**config.mk**
```make
export PLATFORM = sky130hd
export DESIGN_NAME = usrt_rx_fifo
export DESIGN_NICKNAME = d
export VERILOG_FILES = /design/src/rtl/usrt_pkg.sv /design/src/rtl/usrt_sync_fifo.sv /design/src/rtl/usrt_rx_fifo.sv
export SDC_FILE = /design/constraint.sdc
export NUM_CORES = 1
export LEC_CHECK = 0
export BUFFER_PORTS_ARGS = -buffer_cell sky130_fd_sc_hd__buf_2
export CAP_MARGIN = 10
export CORE_MARGIN = 2
export CORE_UTILIZATION = 50
export DETAILED_ROUTE_END_ITERATION = 12
export GPL_TIMING_DRIVEN = 0
export PLACE_DENSITY_LB_ADDON = 0.05
export SLEW_MARGIN = 10
export SYNTH_ARGS = -nofsm -noshare
export SYNTH_HDL_FRONTEND = slang
export SYNTH_SLANG_ARGS = --single-unit
```
**constraint.sdc**
```tcl
create_clock -name pClk -period 5.2 [get_ports pClk]
set_input_delay 0.26 -clock pClk [delete_from_list [all_inputs] [get_ports pClk]]
set_output_delay 0.26 -clock pClk [all_outputs]
set_load 0.05 [all_outputs]
```
**src/rtl/usrt_pkg.sv**
```systemverilog
// usrt_pkg: FSM state type, line-level frame constants and the parity helper
// shared by the USRT receiver and its FIFO.
package usrt_pkg;

    typedef enum logic [1:0] {
        RX_IDLE   = 2'd0,
        RX_DATA   = 2'd1,
        RX_PARITY = 2'd2,
        RX_STOP   = 2'd3
    } rx_state_t;

    localparam logic USRT_START_BIT = 1'b1;
    localparam logic USRT_STOP_BIT  = 1'b0;
    localparam int   USRT_MAX_W     = 16;

    // Even parity is the plain XOR of the data; odd parity inverts it.
    // Bits above the real word width must be zero.
    function automatic logic usrt_parity(input logic [USRT_MAX_W-1:0] data,
                                         input logic                  odd);
        return (^data) ^ odd;
    endfunction

endpackage

```
**src/rtl/usrt_sync_fifo.sv**
```systemverilog
// usrt_sync_fifo: single-clock show-ahead FIFO with occupancy count. A push
// into a full FIFO is accepted only when a pop frees a slot in the same cycle.
module usrt_sync_fifo #(
    parameter int DATA_W = 8,
    parameter int DEPTH  = 4
) (
    input  logic                     clk_i,
    input  logic                     rst_n_i,
    input  logic                     push_i,
    input  logic [DATA_W-1:0]        data_i,
    input  logic                     pop_i,
    output logic [DATA_W-1:0]        data_o,
    output logic                     full_o,
    output logic                     empty_o,
    output logic [$clog2(DEPTH):0]   level_o
);

    localparam int AW = $clog2(DEPTH);
    localparam int LW = AW + 1;

    logic [DATA_W-1:0] mem_q [DEPTH];
    logic [AW-1:0]     wr_ptr_q, wr_ptr_d;
    logic [AW-1:0]     rd_ptr_q, rd_ptr_d;
    logic [AW:0]       level_q, level_d;
    logic              do_push, do_pop;

    assign empty_o = (level_q == '0);
    assign full_o  = (level_q == LW'(DEPTH));
    assign do_pop  = pop_i && !empty_o;
    assign do_push = push_i && (!full_o || do_pop);

    always_comb begin
        // NOTE: every comb output gets a default first so no path can infer a latch.
        wr_ptr_d = wr_ptr_q;
        rd_ptr_d = rd_ptr_q;
        level_d  = level_q;
        if (do_push) wr_ptr_d = wr_ptr_q + 1'b1;
        if (do_pop)  rd_ptr_d = rd_ptr_q + 1'b1;
        case ({do_push, do_pop})
            2'b10:   level_d = level_q + 1'b1;
            2'b01:   level_d = level_q - 1'b1;
            default: level_d = level_q;
        endcase
    end

    always_ff @(posedge clk_i or negedge rst_n_i) begin
        if (!rst_n_i) begin
            wr_ptr_q <= '0;
            rd_ptr_q <= '0;
            level_q  <= '0;
        end else begin
            wr_ptr_q <= wr_ptr_d;
            rd_ptr_q <= rd_ptr_d;
            level_q  <= level_d;
        end
    end

    // NOTE: storage is left unreset; the head is masked to zero while empty,
    // so stale entries are never visible and the array maps onto plain RAM.
    always_ff @(posedge clk_i) begin
        if (do_push) mem_q[wr_ptr_q] <= data_i;
    end

    assign data_o  = empty_o ? '0 : mem_q[rd_ptr_q];
    assign level_o = level_q;

endmodule

```
**src/rtl/usrt_rx_fifo.sv**
```systemverilog
// usrt_rx_fifo: synchronous USRT receiver with internal baud tick, frame
// checking and a receive FIFO. Define USRT_PARITY_EN to add the parity bit.
module usrt_rx_fifo #(
    parameter int DATA_W     = 8,
    parameter int DIV        = 80,
    parameter int DEPTH      = 4,
    parameter int ODD_PARITY = 0
) (
    input  logic                    pClk,
    input  logic                    pReset,
    input  logic                    en,
    input  logic                    rx,
    input  logic                    out_ready,
    output logic                    out_valid,
    output logic [DATA_W-1:0]       out_data,
    output logic [$clog2(DEPTH):0]  level,
    output logic                    parity_err,
    output logic                    frame_err,
    output logic                    overrun
);

    import usrt_pkg::*;

    localparam int CNT_W = $clog2(DIV);
    localparam int IDX_W = $clog2(DATA_W);
    localparam logic [CNT_W-1:0] CNT_LAST = CNT_W'(DIV - 1);
    localparam logic [IDX_W-1:0] IDX_LAST = IDX_W'(DATA_W - 1);

    if (DATA_W < 5 || DATA_W > USRT_MAX_W || DIV < 2 || DEPTH < 2 ||
        (DEPTH & (DEPTH - 1)) != 0 || ODD_PARITY < 0 || ODD_PARITY > 1) begin : g_bad_param
        $error("usrt_rx_fifo: illegal parameter combination");
    end

    logic [CNT_W-1:0]  cnt_q, cnt_d;
    logic              tick;
    rx_state_t         state_q, state_d;
    logic [IDX_W-1:0]  idx_q, idx_d;
    logic [DATA_W-1:0] shift_q, shift_d;
    logic              frm_err_q, frm_err_d;
    logic              ovr_q, ovr_d;
    logic              push, pop, fifo_full, fifo_empty;

    assign tick = en && (cnt_q == CNT_LAST);

    always_comb begin
        cnt_d = cnt_q + 1'b1;
        if (!en || tick) cnt_d = '0;
    end

`ifdef USRT_PARITY_EN
    logic                  par_err_q, par_err_d;
    logic [USRT_MAX_W-1:0] par_word;
    logic                  par_exp;

    always_comb begin
        par_word               = '0;
        par_word[DATA_W-1:0]   = shift_q;
    end
    assign par_exp = usrt_parity(par_word, ODD_PARITY != 0);
`endif

    always_comb begin
        state_d   = state_q;
        idx_d     = idx_q;
        shift_d   = shift_q;
        push      = 1'b0;
        frm_err_d = 1'b0;
`ifdef USRT_PARITY_EN
        par_err_d = 1'b0;
`endif
        if (!en) begin
            // Disabling abandons any partial frame; the FIFO is untouched.
            state_d = RX_IDLE;
            idx_d   = '0;
            shift_d = '0;
        end else if (tick) begin
            case (state_q)
                RX_IDLE: begin
                    if (rx == USRT_START_BIT) begin
                        state_d = RX_DATA;
                        idx_d   = '0;
                    end
                end
                RX_DATA: begin
                    shift_d[idx_q] = rx;
                    if (idx_q == IDX_LAST) begin
`ifdef USRT_PARITY_EN
                        state_d = RX_PARITY;
`else
                        state_d = RX_STOP;
`endif
                    end else begin
                        idx_d = idx_q + 1'b1;
                    end
                end
`ifdef USRT_PARITY_EN
                RX_PARITY: begin
                    if (rx != par_exp) begin
                        par_err_d = 1'b1;
                        state_d   = RX_IDLE;
                    end else begin
                        state_d   = RX_STOP;
                    end
                end
`endif
                RX_STOP: begin
                    // A 1 here is a broken stop bit, never the next start bit.
                    if (rx == USRT_STOP_BIT) push      = 1'b1;
                    else                     frm_err_d = 1'b1;
                    state_d = RX_IDLE;
                end
                default: state_d = RX_IDLE;
            endcase
        end
    end

    assign pop   = out_valid && out_ready;
    assign ovr_d = push && fifo_full && !pop;

    // NOTE: state registers use non-blocking assignment so every flop samples
    // the pre-edge values regardless of statement order.
    always_ff @(posedge pClk or negedge pReset) begin
        if (!pReset) begin
            cnt_q     <= '0;
            state_q   <= RX_IDLE;
            idx_q     <= '0;
            shift_q   <= '0;
            frm_err_q <= 1'b0;
            ovr_q     <= 1'b0;
        end else begin
            cnt_q     <= cnt_d;
            state_q   <= state_d;
            idx_q     <= idx_d;
            shift_q   <= shift_d;
            frm_err_q <= frm_err_d;
            ovr_q     <= ovr_d;
        end
    end

`ifdef USRT_PARITY_EN
    always_ff @(posedge pClk or negedge pReset) begin
        if (!pReset) par_err_q <= 1'b0;
        else         par_err_q <= par_err_d;
    end
    assign parity_err = par_err_q;
`else
    assign parity_err = 1'b0;
`endif

    usrt_sync_fifo #(
        .DATA_W (DATA_W),
        .DEPTH  (DEPTH)
    ) u_fifo (
        .clk_i   (pClk),
        .rst_n_i (pReset),
        .push_i  (push),
        .data_i  (shift_q),
        .pop_i   (pop),
        .data_o  (out_data),
        .full_o  (fifo_full),
        .empty_o (fifo_empty),
        .level_o (level)
    );

    assign out_valid = !fifo_empty;
    assign frame_err = frm_err_q;
    assign overrun   = ovr_q;

endmodule

```
# Word-level counts from Yosys, hierarchy flattened
# Memory sizes are Yosys's and may differ from the RTL's.
# Cells that the tools add are included.
[totals]
reg_bits = 29
ramBits = 32
in_bits = 5
out_inout_bits = 15
elab_cells = 79
mem_count = 1
[op_classes]
addsub = 6
magnitude_cmp = 2
n_eq_ne = 13
muxes = 29
n_reduce_logical = 19
[memory_table]
columns = ["name", "depth", "width", "rd", "rd_clocked_by_memory_dff", "wr", "line", "rtl"]
rows = [
  ["u_fifo.mem_q", 4, 8, 1, 0, 1, "usrt_sync_fifo.sv:21", "logic [DATA_W-1:0] mem_q [DEPTH];"],
]
[ops]
columns = ["cell", "n"]
rows = [
  ["$mux 8", 4],
  ["$mux 3", 4],
  ["$pmux 3 s2", 2],
  ["$mux 1", 11],
  ["$ne 3x3->1 const B", 3],
  ["$bwmux 8", 1],
  ["$mux 2", 4],
  ["$add 7x1->7 const B", 1],
  ["$eq 7x7->1 const B", 1],
  ["$logic_and 1x1->1", 7],
  ["$mux 7", 1],
  ["$add 3x1->3 const B", 2],
  ["$eq 3x3->1 const B", 2],
  ["$add 2x1->2 const B", 2],
  ["$eq 2x1->1 const B", 2],
  ["$eq 2x2->1 const B", 2],
  ["$logic_not 1->1", 4],
  ["$lt 3x4->1 const B", 1],
  ["$ne 2x1->1 const B", 2],
  ["$pmux 2 s2", 1],
  ["$reduce_and 4->1", 1],
  ["$demux 1 s3", 1],
  ["$ge 3x1->1 const B", 1],
  ["$logic_not 3->1", 1],
  ["other kinds (7)", 8],
]

# Longest topological paths before layout
[depth]
depth_word = 8
mapped_depth = 11
depth_no_buf = 10

# By module
# From an unflattened synthesis, not the netlist that was laid out.
[hier_totals]
cells_unflattened = 221
area_unflattened_um2 = 2910.3
[modules_own_cells]
columns = ["mod", "instances", "cells_each", "area_each_um2", "seq_area_each_um2"]
rows = [
  ["usrt_sync_fifo", 1, 104, 1732.9, 1136.1],
  ["usrt_rx_fifo", 1, 117, 1177.4, 550.5],
]

# Worst setup path after synthesis
# No wires, ideal clock.
[synth_path]
path_type = "reg2reg"
from = "reg cnt_q[0]"
to = "reg u_fifo.level_q[2] (netlist: u_fifo.level_o[2])"
arrival_time_ns = 2.245
required_time_ns = 5.056
slack_ns = 2.810
path_stages_with_launch = 12
path_buffers = 1
synth_period_minus_slack_ns = 2.390
cell_sequence = "dfrtp_1 -> ha_1 -> nand4b_1 -> or3_1 -> clkbuf_1 -> or2_2 -> ha_1 -> inv_1 -> fa_1 -> xor2_1 -> nor2_1 -> xor2_1"
[synth_between]
elab_chain_cells = 7
word_cells_on_any_way = 9
classes_between = "3 x eq/ne; 3 x mux; 3 x reduce/logical"
[synth_rtl]
columns = ["item", "line", "rtl"]
rows = [
  ["start: declaration", "usrt_rx_fifo.sv:34", "logic [CNT_W-1:0] cnt_q, cnt_d;"],
  ["start signal: assignment", "usrt_rx_fifo.sv:131", "cnt_q <= cnt_d;"],
  ["$eq 7x7->1 *", "usrt_rx_fifo.sv:43", "assign tick = en && (cnt_q == CNT_LAST);"],
  ["$logic_and 1x1->1 *", "usrt_rx_fifo.sv:43", ""],
  ["$mux 1 *", "usrt_rx_fifo.sv:76", "end else if (tick) begin"],
  ["$mux 1 *", "usrt_rx_fifo.sv:71", "if (!en) begin"],
  ["$logic_and 1x1->1 *", "usrt_sync_fifo.sv:30", "assign do_push = push_i && (!full_o || do_pop);"],
  ["$eq 2x1->1 or $eq 2x2->1 (tied branches)", "usrt_sync_fifo.sv:39", "case ({do_push, do_pop})"],
  ["$pmux 3 s2 or $reduce_bool 2->1 (tied branches)", "n/a", ""],
  ["end signal: assignment", "usrt_sync_fifo.sv:54", "level_q <= level_d;"],
  ["end: declaration", "usrt_sync_fifo.sv:24", "logic [AW:0] level_q, level_d;"],
]
# Mark *: on every way between the ends. The rest lies on a longest branch, timed or not.
# A chain may end at the register's enable or synchronous reset.

# Worst setup path in the final report
# Ends and elaborated chain as after synthesis.

==> run summary <==
Final ANT Viol Nets -> 0
Fillcell total -> 461
Async S/R FF share, synth -> 0.475
Critical path data required time -> 5410 ps
Seq/Total Area, Yosys -> 0.602
Final hold violations -> 0
Status -> complete, no violations
Largest net degree at the start of global routing -> 30
Synthesized net count -> 223
Total wire length -> 4.97 mm
WS Path Type -> register to register
Die Span Y -> 78.9 um
Cell family with most CP delay -> simple AND/OR/NAND/NOR gates
Root buffer cell -> clkbuf_8
# diodes -> 0
Core box area -> 0.00547 mm2
CP Capture Type -> register
Yosys warns -> 0
Worst rel slew slack -> 0.484
Setup_tns -> 0 ps
#FFs+latches synth -> 61
CTS Buffer Depth -> 2
# nets final -> 253
Endpoints failing setup -> 0
EDFF count, synth -> 32
Num rows -> 27
Syn_area_per_cell -> 13.4 um2
Global-route total usage across every layer -> 0.185
CP Cell Sequence -> ha_1 > nand4b_1 > or3_1 > clkbuf_1 > or2_2 > ha_1 > inv_1 > fa_1 > xor2_1 > nor2_1 > xor2_1
Post-CTS sizing -> 0
Top cell type's share of synthesized area -> 0.343
Vias in the first global route -> 1753
Clock Skew -> 6.04 ps
CTS tree -> done
Hold Crit Class -> primary input to register
Max Slew Vio Count -> 0
Startpoint Class -> register
Routed via count -> 1680
Area grow syn2layout -> 14.4%
Post-Syn Area -> 0.00280 mm2
Max incr delay on CP -> 390 ps
Clock sink count -> 61
Routed wire per std cell -> 15.7 um
CP bufs+invs -> 2
Clk_lat worst skew -> 320 ps
Unique cell type count in the Yosys netlist -> 42
Area leader, netlist -> edfxtp_1
Maximum VDD drop -> 222 uV
Reg area -> 0.00169 mm2
Max cap viols -> 0
Clk slew on worst S/H paths -> 70 ps
Starting density of the core -> 0.512
Main synth FF type -> edfxtp_1
Initial antenna violation count -> 0
Leak -> 1.34 nW
DR iter-0 viols -> 74
Fraction of layout cells with a size suffix above 1 -> 0.217
Residual DRC count -> 0
Post-Syn Instances -> 209
I/O pin count -> 20
Vias per Instance -> 5.32
H-tree depth -> 3
CP arrival -> 2880 ps
First-pass GRT wire length -> 8.54 mm
Worst Tran Pin Value -> 771 ps
RD Place Congestion -> 0.808
Placed insts -> 299
Fmax achieved -> 374 MHz
Multi-input gate area -> 0.00105 mm2
Final std cells w/o fill -> 316
PwrDens -> 436 mW/mm2
Worst-path fanout max -> 7
Chip Width -> 78.9 um
DP HPWL -> 3.59 mm
CTS buffer count -> 9
Top post-synthesis cells by area -> edfxtp_1 34%, dfrtp_1 26%, mux4_2 6.4%, mux2i_1 4.3%, ha_1 3.6%
Slowest cell on crit path -> or3_1
GRT overflow -> 0
Number of port buffers -> 18
TritonRoute pass-1 iters -> 4
Min Clock Period, post-route -> 2680 ps
Full die area -> 0.00622 mm2
Final Cycle Share -> 0.515
RSZ-0062 raised after global routing -> false
## tightest hold or removal path, stage by stage
cell and delay (ps):
buf_2 110, nand3_1 80, xnor2_1 60
## cell usage after synthesis, types with 2 or more instances
| cell | n |
|---|---|
| inv_1 | 12 |
| nor2b_1 | 3 |
| nor3_1 | 5 |
| clkbuf_1 | 7 |
| mux4_2 | 8 |
| nand3b_1 | 3 |
| nand2_1 | 18 |
| or2_2 | 2 |
| dfrtp_1 | 29 |
| or3_1 | 3 |
| a21oi_1 | 2 |
| o21ai_0 | 3 |
| nor2_1 | 8 |
| mux2i_1 | 12 |
| ha_1 | 8 |
| edfxtp_1 | 32 |
| and2_1 | 11 |
| xnor2_1 | 3 |
| xor2_1 | 6 |
| nand4_1 | 4 |
| nand4b_1 | 5 |
| nand3_1 | 5 |
## cells in the final DEF (no fill, tap or decap), drive strengths merged, types with 6 or more instances in the layout
cell    instances
mux4            8
ha              8
dfrtp          29
clkbuf         19
nor2            8
mux2i          12
buf            20
edfxtp         32
and2           11
inv            12
xor2            6
nand2          18
## logic make-up (layout without fill, tap and decap cells)
group / Yosys count / count (layout) / synth area share
xor gates and xnor gates: 9 / 9 / 0.0281
and+or+nand+nor: 76 / 76 / 0.160
DFF: 61 / 61 / 0.602
other: 1 / 1 / 0.00134
adders and majority gates: 9 / 9 / 0.0428
buffers and inverters: 22 / 57 / 0.0317
muxes: 21 / 21 / 0.111
AOI/OAI and AO/OA: 10 / 10 / 0.0232
## area by class of cell
type / instances / area share
inverter: 12 / 0.0140
tap: 72 / 0.0281
timing repair buffer: 19 / 0.0312
buffer: 10 / 0.0137
sequential: 61 / 0.526
multi-input combinational: 126 / 0.327
clock inverter: 5 / 0.0160
clock buffer: 11 / 0.0441
## flip-flops by register name (all words and copies together), names as in the netlist
signal           cells
frame_err            1
u_fifo.wr_ptr_q      2
overrun              1
cnt_q                7
u_fifo.rd_ptr_q      2
shift_q              8
idx_q                3
u_fifo.level_o       3
u_fifo.mem_q        32
state_q              2
## metal layers
metal | global-route usage | share of wire | up-vias
li1 | - | - | 807
met1 | 0.218 | 0.41 | 841
met2 | 0.327 | 0.54 | 22
met3 | 0.0364 | 0.028 | 10
met4 | 0.0879 | 0.022 | 0
met5 | 0 | 0 | -
## power breakdown
part,internal [mW],switching (mW)
clock,0.231,0.173
sequential,0.528,0.0172
combinational,0.145,0.303
total,0.904,0.493
## stage by stage
step,power [mW],util,area (um2),setup slack (ps),hold slack (ps)
6_report,1.40,0.586,3210,2520,229
5_1_grt,1.46,0.586,3210,2350,231
4_1_cts,1.42,0.586,3210,2500,217
3_5_place_dp,1.01,0.549,3000,2520,338
3_3_place_gp,0.989,0.545,2980,2360,313
2_1_floorplan,0.909,-,2800,2810,-35.6
## worst paths after layout
path,start,endpoint,slack [ps],cells after the start
hold / removal,out_ready,u_fifo.rd_ptr_q[1],230,3
max in group asynchronous,pReset,u_fifo.level_o[0],4250,2
setup reg to reg,cnt_q[0],u_fifo.level_o[2],2520,11
hold reg to reg,cnt_q[0],cnt_q[0],470,1
setup / recovery,cnt_q[0],u_fifo.level_o[2],2520,11
min in group asynchronous,pReset,idx_q[0],510,2
## timing repair
action | CTS | global route
setup buffers | 0 | 0
hold buffers | 1 | 0
setup endpoints to repair | 0 | 0
endpoints found under the hold margin | 29 | 0
Power figures use the tool's default switching activity.
